**src/rtl/fltadd_sequencer.sv**
```systemverilog
// fltadd_sequencer
//   Hardware sequencer for the half-precision float add. On start it reads
//   operands A and B, low byte first, over an 8-bit memory port. It then
//   aligns B to A's exponent and adds the two. The sum is normalised and
//   truncated, then written back low byte first, and done is raised. Only
//   same-sign addition is handled and no rounding is done. The result takes
//   the sign of A as read from memory.
//
// Ports
//   clk          clock
//   reset        synchronous, active-high reset
//   start        begin one add (honoured only in IDLE or DONE)
//   done         high while the FSM sits in DONE
//   mem_addr     memory byte address (combinational from state)
//   mem_rd_data  read data for mem_addr, valid in the same cycle
//   mem_wr_data  write data
//   mem_wr_en    write strobe, memory captures on the clk edge
module fltadd_sequencer #(
    parameter int OP_A_ADDR = 8,
    parameter int OP_B_ADDR = 10,
    parameter int RES_ADDR  = 12,
    parameter int AW        = 8
) (
    input  logic          clk,
    input  logic          reset,
    input  logic          start,
    output logic          done,
    output logic [AW-1:0] mem_addr,
    input  logic [7:0]    mem_rd_data,
    output logic [7:0]    mem_wr_data,
    output logic          mem_wr_en
);

    localparam logic [AW-1:0] A_LO = AW'(OP_A_ADDR);
    localparam logic [AW-1:0] A_HI = AW'(OP_A_ADDR + 1);
    localparam logic [AW-1:0] B_LO = AW'(OP_B_ADDR);
    localparam logic [AW-1:0] B_HI = AW'(OP_B_ADDR + 1);
    localparam logic [AW-1:0] R_LO = AW'(RES_ADDR);
    localparam logic [AW-1:0] R_HI = AW'(RES_ADDR + 1);

    typedef enum logic [3:0] {
        IDLE, RD0, RD1, RD2, RD3, ALIGN, SHIFT, ADD, NORM, WR_LO, WR_HI, DONE
    } state_t;

    state_t state, state_nxt;

    // Operand B's sign is never used, so only its low 15 bits are kept.
    logic [15:0] op_a;
    logic [14:0] op_b;
    logic        sign_a;
    logic [4:0]  exp_a;
    logic [10:0] mant_a;
    logic [10:0] mant_b;
    logic [3:0]  shift_cnt;
    logic [11:0] sum;
    logic [15:0] result;

    // Normalise a 12-bit mantissa sum. The result saturates to infinity
    // once the exponent reaches 31.
    function automatic logic [15:0] pack_result(input logic        s,
                                                input logic [4:0]  e,
                                                input logic [11:0] sm);
        logic [5:0] e_n;
        logic [9:0] frac;
        if (sm[11]) begin
            frac = sm[10:1];
            e_n  = {1'b0, e} + 6'd1;
        end else begin
            frac = sm[9:0];
            e_n  = {1'b0, e};
        end
        if (e_n >= 6'd31)
            pack_result = {s, 5'h1F, 10'h000};
        else
            pack_result = {s, e_n[4:0], frac};
    endfunction

    // Alignment decode from the raw operand registers. The hidden bit is set
    // for any non-zero exponent.
    logic [4:0]  exp_op_a, exp_op_b, exp_big, exp_small, exp_diff;
    logic [10:0] mant_op_a, mant_op_b;
    logic        b_larger;
    logic [3:0]  align_cnt;

    always_comb begin
        exp_op_a  = op_a[14:10];
        exp_op_b  = op_b[14:10];
        mant_op_a = {|op_a[14:10], op_a[9:0]};
        mant_op_b = {|op_b[14:10], op_b[9:0]};
        b_larger  = exp_op_b > exp_op_a;
        exp_big   = b_larger ? exp_op_b : exp_op_a;
        exp_small = b_larger ? exp_op_a : exp_op_b;
        exp_diff  = exp_big - exp_small;
        // Beyond 11 places the smaller mantissa is entirely shifted out.
        align_cnt = (exp_diff > 5'd11) ? 4'd11 : exp_diff[3:0];
    end

    // ---- state register ----
    always_ff @(posedge clk) begin
        if (reset)
            state <= IDLE;
        else
            state <= state_nxt;
    end

    // ---- next state and memory-port decode ----
    always_comb begin
        state_nxt   = state;
        done        = 1'b0;
        mem_addr    = '0;
        mem_wr_data = '0;
        mem_wr_en   = 1'b0;
        case (state)
            IDLE: begin
                if (start) state_nxt = RD0;
            end
            RD0: begin
                mem_addr  = A_LO;
                state_nxt = RD1;
            end
            RD1: begin
                mem_addr  = A_HI;
                state_nxt = RD2;
            end
            RD2: begin
                mem_addr  = B_LO;
                state_nxt = RD3;
            end
            RD3: begin
                mem_addr  = B_HI;
                state_nxt = ALIGN;
            end
            ALIGN: begin
                state_nxt = (align_cnt == 4'd0) ? ADD : SHIFT;
            end
            SHIFT: begin
                // The count is non-zero on entry, so the last shift happens at 1.
                if (shift_cnt == 4'd1) state_nxt = ADD;
            end
            ADD:  state_nxt = NORM;
            NORM: state_nxt = WR_LO;
            WR_LO: begin
                mem_addr    = R_LO;
                mem_wr_data = result[7:0];
                mem_wr_en   = ~reset;   // never write in a reset cycle
                state_nxt   = WR_HI;
            end
            WR_HI: begin
                mem_addr    = R_HI;
                mem_wr_data = result[15:8];
                mem_wr_en   = ~reset;
                state_nxt   = DONE;
            end
            DONE: begin
                done = 1'b1;
                if (start) state_nxt = RD0;
            end
            default: state_nxt = IDLE;
        endcase
    end

    // ---- operand capture, alignment, add and normalise ----
    always_ff @(posedge clk) begin
        if (reset) begin
            op_a      <= '0;
            op_b      <= '0;
            sign_a    <= 1'b0;
            exp_a     <= '0;
            mant_a    <= '0;
            mant_b    <= '0;
            shift_cnt <= '0;
            sum       <= '0;
            result    <= '0;
        end else begin
            case (state)
                RD0: op_a[7:0]   <= mem_rd_data;
                RD1: op_a[15:8]  <= mem_rd_data;
                RD2: op_b[7:0]   <= mem_rd_data;
                RD3: op_b[14:8]  <= mem_rd_data[6:0];
                ALIGN: begin
                    sign_a    <= op_a[15];
                    exp_a     <= exp_big;
                    mant_a    <= b_larger ? mant_op_b : mant_op_a;
                    mant_b    <= b_larger ? mant_op_a : mant_op_b;
                    shift_cnt <= align_cnt;
                end
                SHIFT: begin
                    mant_b    <= mant_b >> 1;
                    shift_cnt <= shift_cnt - 4'd1;
                end
                ADD:  sum    <= {1'b0, mant_a} + {1'b0, mant_b};
                NORM: result <= pack_result(sign_a, exp_a, sum);
                default: ;
            endcase
        end
    end

endmodule

```
**config.mk**
```make
export PLATFORM = sky130hd
export DESIGN_NAME = fltadd_sequencer
export DESIGN_NICKNAME = d
export VERILOG_FILES = /design/src/rtl/fltadd_sequencer.sv
export SDC_FILE = /design/constraint.sdc
export NUM_CORES = 1
export LEC_CHECK = 0
export ABC_CLOCK_PERIOD_IN_PS = 3200
export CORE_MARGIN = 2
export CORE_UTILIZATION = 45
export CTS_CLUSTER_DIAMETER = 120
export DETAILED_ROUTE_END_ITERATION = 8
export PLACE_DENSITY = 0.63
export REMOVE_ABC_BUFFERS = 1
export SLEW_MARGIN = 40
export SYNTH_ARGS = -nofsm -noshare
export SYNTH_HDL_FRONTEND = slang
export SYNTH_SLANG_ARGS = --single-unit
```
**constraint.sdc**
```tcl
create_clock -name clk -period 3.2 [get_ports clk]
set_input_delay 0.96 -clock clk [delete_from_list [all_inputs] [get_ports clk]]
set_output_delay 0.96 -clock clk [all_outputs]
set_load 0.02 [all_outputs]
```
==> flow_summary.json <==
{
  "status": "finished clean",
  "ys_seq_area_share_pct": 37.5,
  "criticalPathCategory": "reg2out",
  "place_congestion": 0.810,
  "yosys_warnings": 0,
  "clkLatencyLatePin_ns": 0.35,
  "ant_nets": 0,
  "fin_crit_sh_pct": 96.2,
  "startpoint": "state[0]$_SDFFE_PP0P_",
  "worstReg2RegStart": "op_a[11]$_SDFFE_PP0N_",
  "setup_viol": 0,
  "clockBufferDepth": 2,
  "dp_cells": 784,
  "r2r_slack_ns": 0.27,
  "cp_data_arrival_time_ns": 2.12,
  "synth_edf_count": 0,
  "p_switching_uw": 803,
  "rr_worst_depth": 13,
  "numCtsBuffers": 9,
  "coreArea_um2": 10900,
  "die_w_um": 110,
  "ios": 29,
  "crit_path_start_kind": "flip-flop",
  "synth_top_cell_area_share_pct": 37.5,
  "hpwl_um": 8560,
  "yosys-top-cells-area": "dfxtp_1 (38%), nand2_1 (7.5%), a21oi_1 (6.6%)",
  "antenna_found_initial": 0,
  "power_frac_comb_pct": 17.3,
  "layout.nets": 687,
  "diodes": 0,
  "synth_area_um2": 5070,
  "fin_skew_ns": 0.00506,
  "synthFlopType": "dfxtp_1",
  "power_density_nw_per_um2": 510,
  "hold_violations": 0,
  "synth.distinct_cells": 59,
  "num_rows": 38,
  "p_total_uw": 2950,
  "area_growth_pct": 13.9,
  "drt-pass1-iter-count": 5,
  "whs_ns": 0.458,
  "first_iter_violations": 267,
  "fin_util_pct": 52.8,
  "grt_pass1_wl_um": 19500,
  "grt_max_degree": 94,
  "grt-ovfl-total": 0,
  "fillers": 1062,
  "ir_worst_vdd_v": 0.000446,
  "final_cell_mix": "nand2_1 (101), dfxtp_1 (94), nor2_1 (83)",
  "wl_um": 12000,
  "grt_pass1_vias": 4003,
  "endpoint": "mem_addr[1]",
  "hp-class": "reg2reg",
  "fmax_mhz": 325,
  "die_area_um2": 12100,
  "drc_errors": 0,
  "final.setup.tns_ns": 0,
  "worst_setup_path_end_kind": "output pin",
  "vias": 4462,
  "cts_sinks": 95,
  "worstMarginPinSlew_ns": 0.789,
  "yosysTopAreaCell": "dfxtp_1",
  "clkPwrFrac_pct": 40.3,
  "rsz0062_at_grt": "no",
  "synth_cells": 647,
  "h-tree-depth": 3,
  "die_h_um": 110,
  "instances_no_fill": 800,
  "finalCriticalPeriod_ns": 3.08,
  "drive_above_1_share_pct": 8.33,
  "clkTransAtPathRegs_ns": 0.07,
  "initial_utilization_pct": 46.4,
  "slew_viol_final": 0,
  "cts_tree": "done",
  "intPower_uw": 2140,
  "leakage_uw": 0.00208,
  "drv_cap": 0,
  "async_flop_share_pct": 0,
  "required_ns": 2.24,
  "root_buffer": "clkbuf_16",
  "sw_frac_of_total_pct": 27.3,
  "slew_headroom_pct": 47.2,
  "ys_ff_latch": 95,
  "viasPerCell": 5.58,
  "seqPwrFrac_pct": 42.4,
  "port_buffers": 24,
  "regToRegEndpoint": "shift_cnt[2]$_SDFFE_PP0P_",
  "final_common_cell": "nand2_1",
  "cp_max_fo": 8,
  "syn_avg_cell_area_um2": 7.83,
  "wl_per_cell_um": 15.0,
  "grtUsageTotal_pct": 20.9
}
-- final cells by class --
cell class                 instances  area (µm²)  area share (%)
multi-input combinational        493        2950            51.0
sequential                        95        1900            33.0
timing repair buffer              38         349            6.05
clock buffer                      11         253            4.38
tap                              140         175            3.03
clock inverter                     5        80.1            1.39
inverter                          18        67.6            1.17
-- per-layer routing --
metal,share of wire (%),GRT usage [%]
met1,48,27.8
met4,1.4,5.27
met3,4.5,5.88
met2,46,33.4
met5,0,0
-- through the flow --
stage / setup WS, ns / instance area [µm²]
floorplan: -0.696 / 4890
global placement: 0.348 / 5420
detailed placement: 0.282 / 5430
CTS: 0.0212 / 5760
global route: 0.00497 / 5770
finish: 0.122 / 5770
-- kinds of logic (layout without fill, tap and decap cells) --
family          count (synthesis)  after routing  share of synthesized area [%]
flops                          95             95                           37.5
xor+xnor                        9              9                           1.56
compound gates                165            165                           20.5
mux                            35             35                           7.41
simple gates                  259            259                           22.5
other cells                     1              4                         0.0740
buf+inv                        62             72                           5.09
fa+ha+maj                      21             21                           5.33
-- worst min-delay path by stage --
stage,from,to,cells past startpoint
floorplan,sign_a$_SDFFE_PP0P_,result[15]$_SDFFE_PP0P_,2
global placement,op_a[13]$_SDFFE_PP0N_,op_a[13]$_SDFFE_PP0N_,2
detailed placement,op_a[13]$_SDFFE_PP0N_,op_a[13]$_SDFFE_PP0N_,2
CTS,op_a[13]$_SDFFE_PP0N_,op_a[13]$_SDFFE_PP0N_,2
global route,op_a[13]$_SDFFE_PP0N_,op_a[13]$_SDFFE_PP0N_,2
finish,op_a[13]$_SDFFE_PP0N_,op_a[13]$_SDFFE_PP0N_,2
-- power by group through the flow --
stage | Sequential, µW | Combinational [µW] | Clock (µW)
2_1_floorplan | 1270 | 344 | 0
3_3_place_gp | 1270 | 500 | 0
3_5_place_dp | 1280 | 508 | 0
4_1_cts | 1250 | 509 | 1210
5_1_grt | 1250 | 562 | 1260
6_report | 1250 | 509 | 1190
-- what timing repair did --
action                                 4_1_cts  5_1_grt
endpoints found under the hold margin        0        0
gates resized for setup                      0        4
setup endpoints to repair                    0        3
buffers inserted                             0        0
hold buffers                                 0        0
-- synthesized netlist by cell type, types with 3 or more instances --
cell,instances
nand2_1,101
dfxtp_1,95
nor2_1,83
a21oi_1,67
clkbuf_1,35
a211oi_1,27
mux2i_1,24
nor3_1,23
a22oi_1,21
ha_1,20
o21ai_0,20
inv_1,17
mux2_2,10
nand3_1,10
nand2b_1,9
nor2b_1,7
xnor2_1,6
a31oi_1,4
buf_4,4
o211ai_1,4
or3_1,4
nor3b_1,3
o21a_1,3
or2_2,3
or4_1,3
xor2_1,3
-- sequential cells by signal, indices dropped and copies added, names as in the netlist --
register   cells
mant_a        11
op_b          15
mant_b        11
result        16
op_a          16
state          4
shift_cnt      4
sign_a         1
sum           12
exp_a          5
-- worst max-delay path: stages (launching register included) --
cell	delay, ns
dfxtp_1	0.37
nand2b_1	0.21
or3_1	0.34
buf_4	0.18
nand2_1	0.07
clkdlybuf4s50_1	0.60
Power figures use the tool's default switching activity.
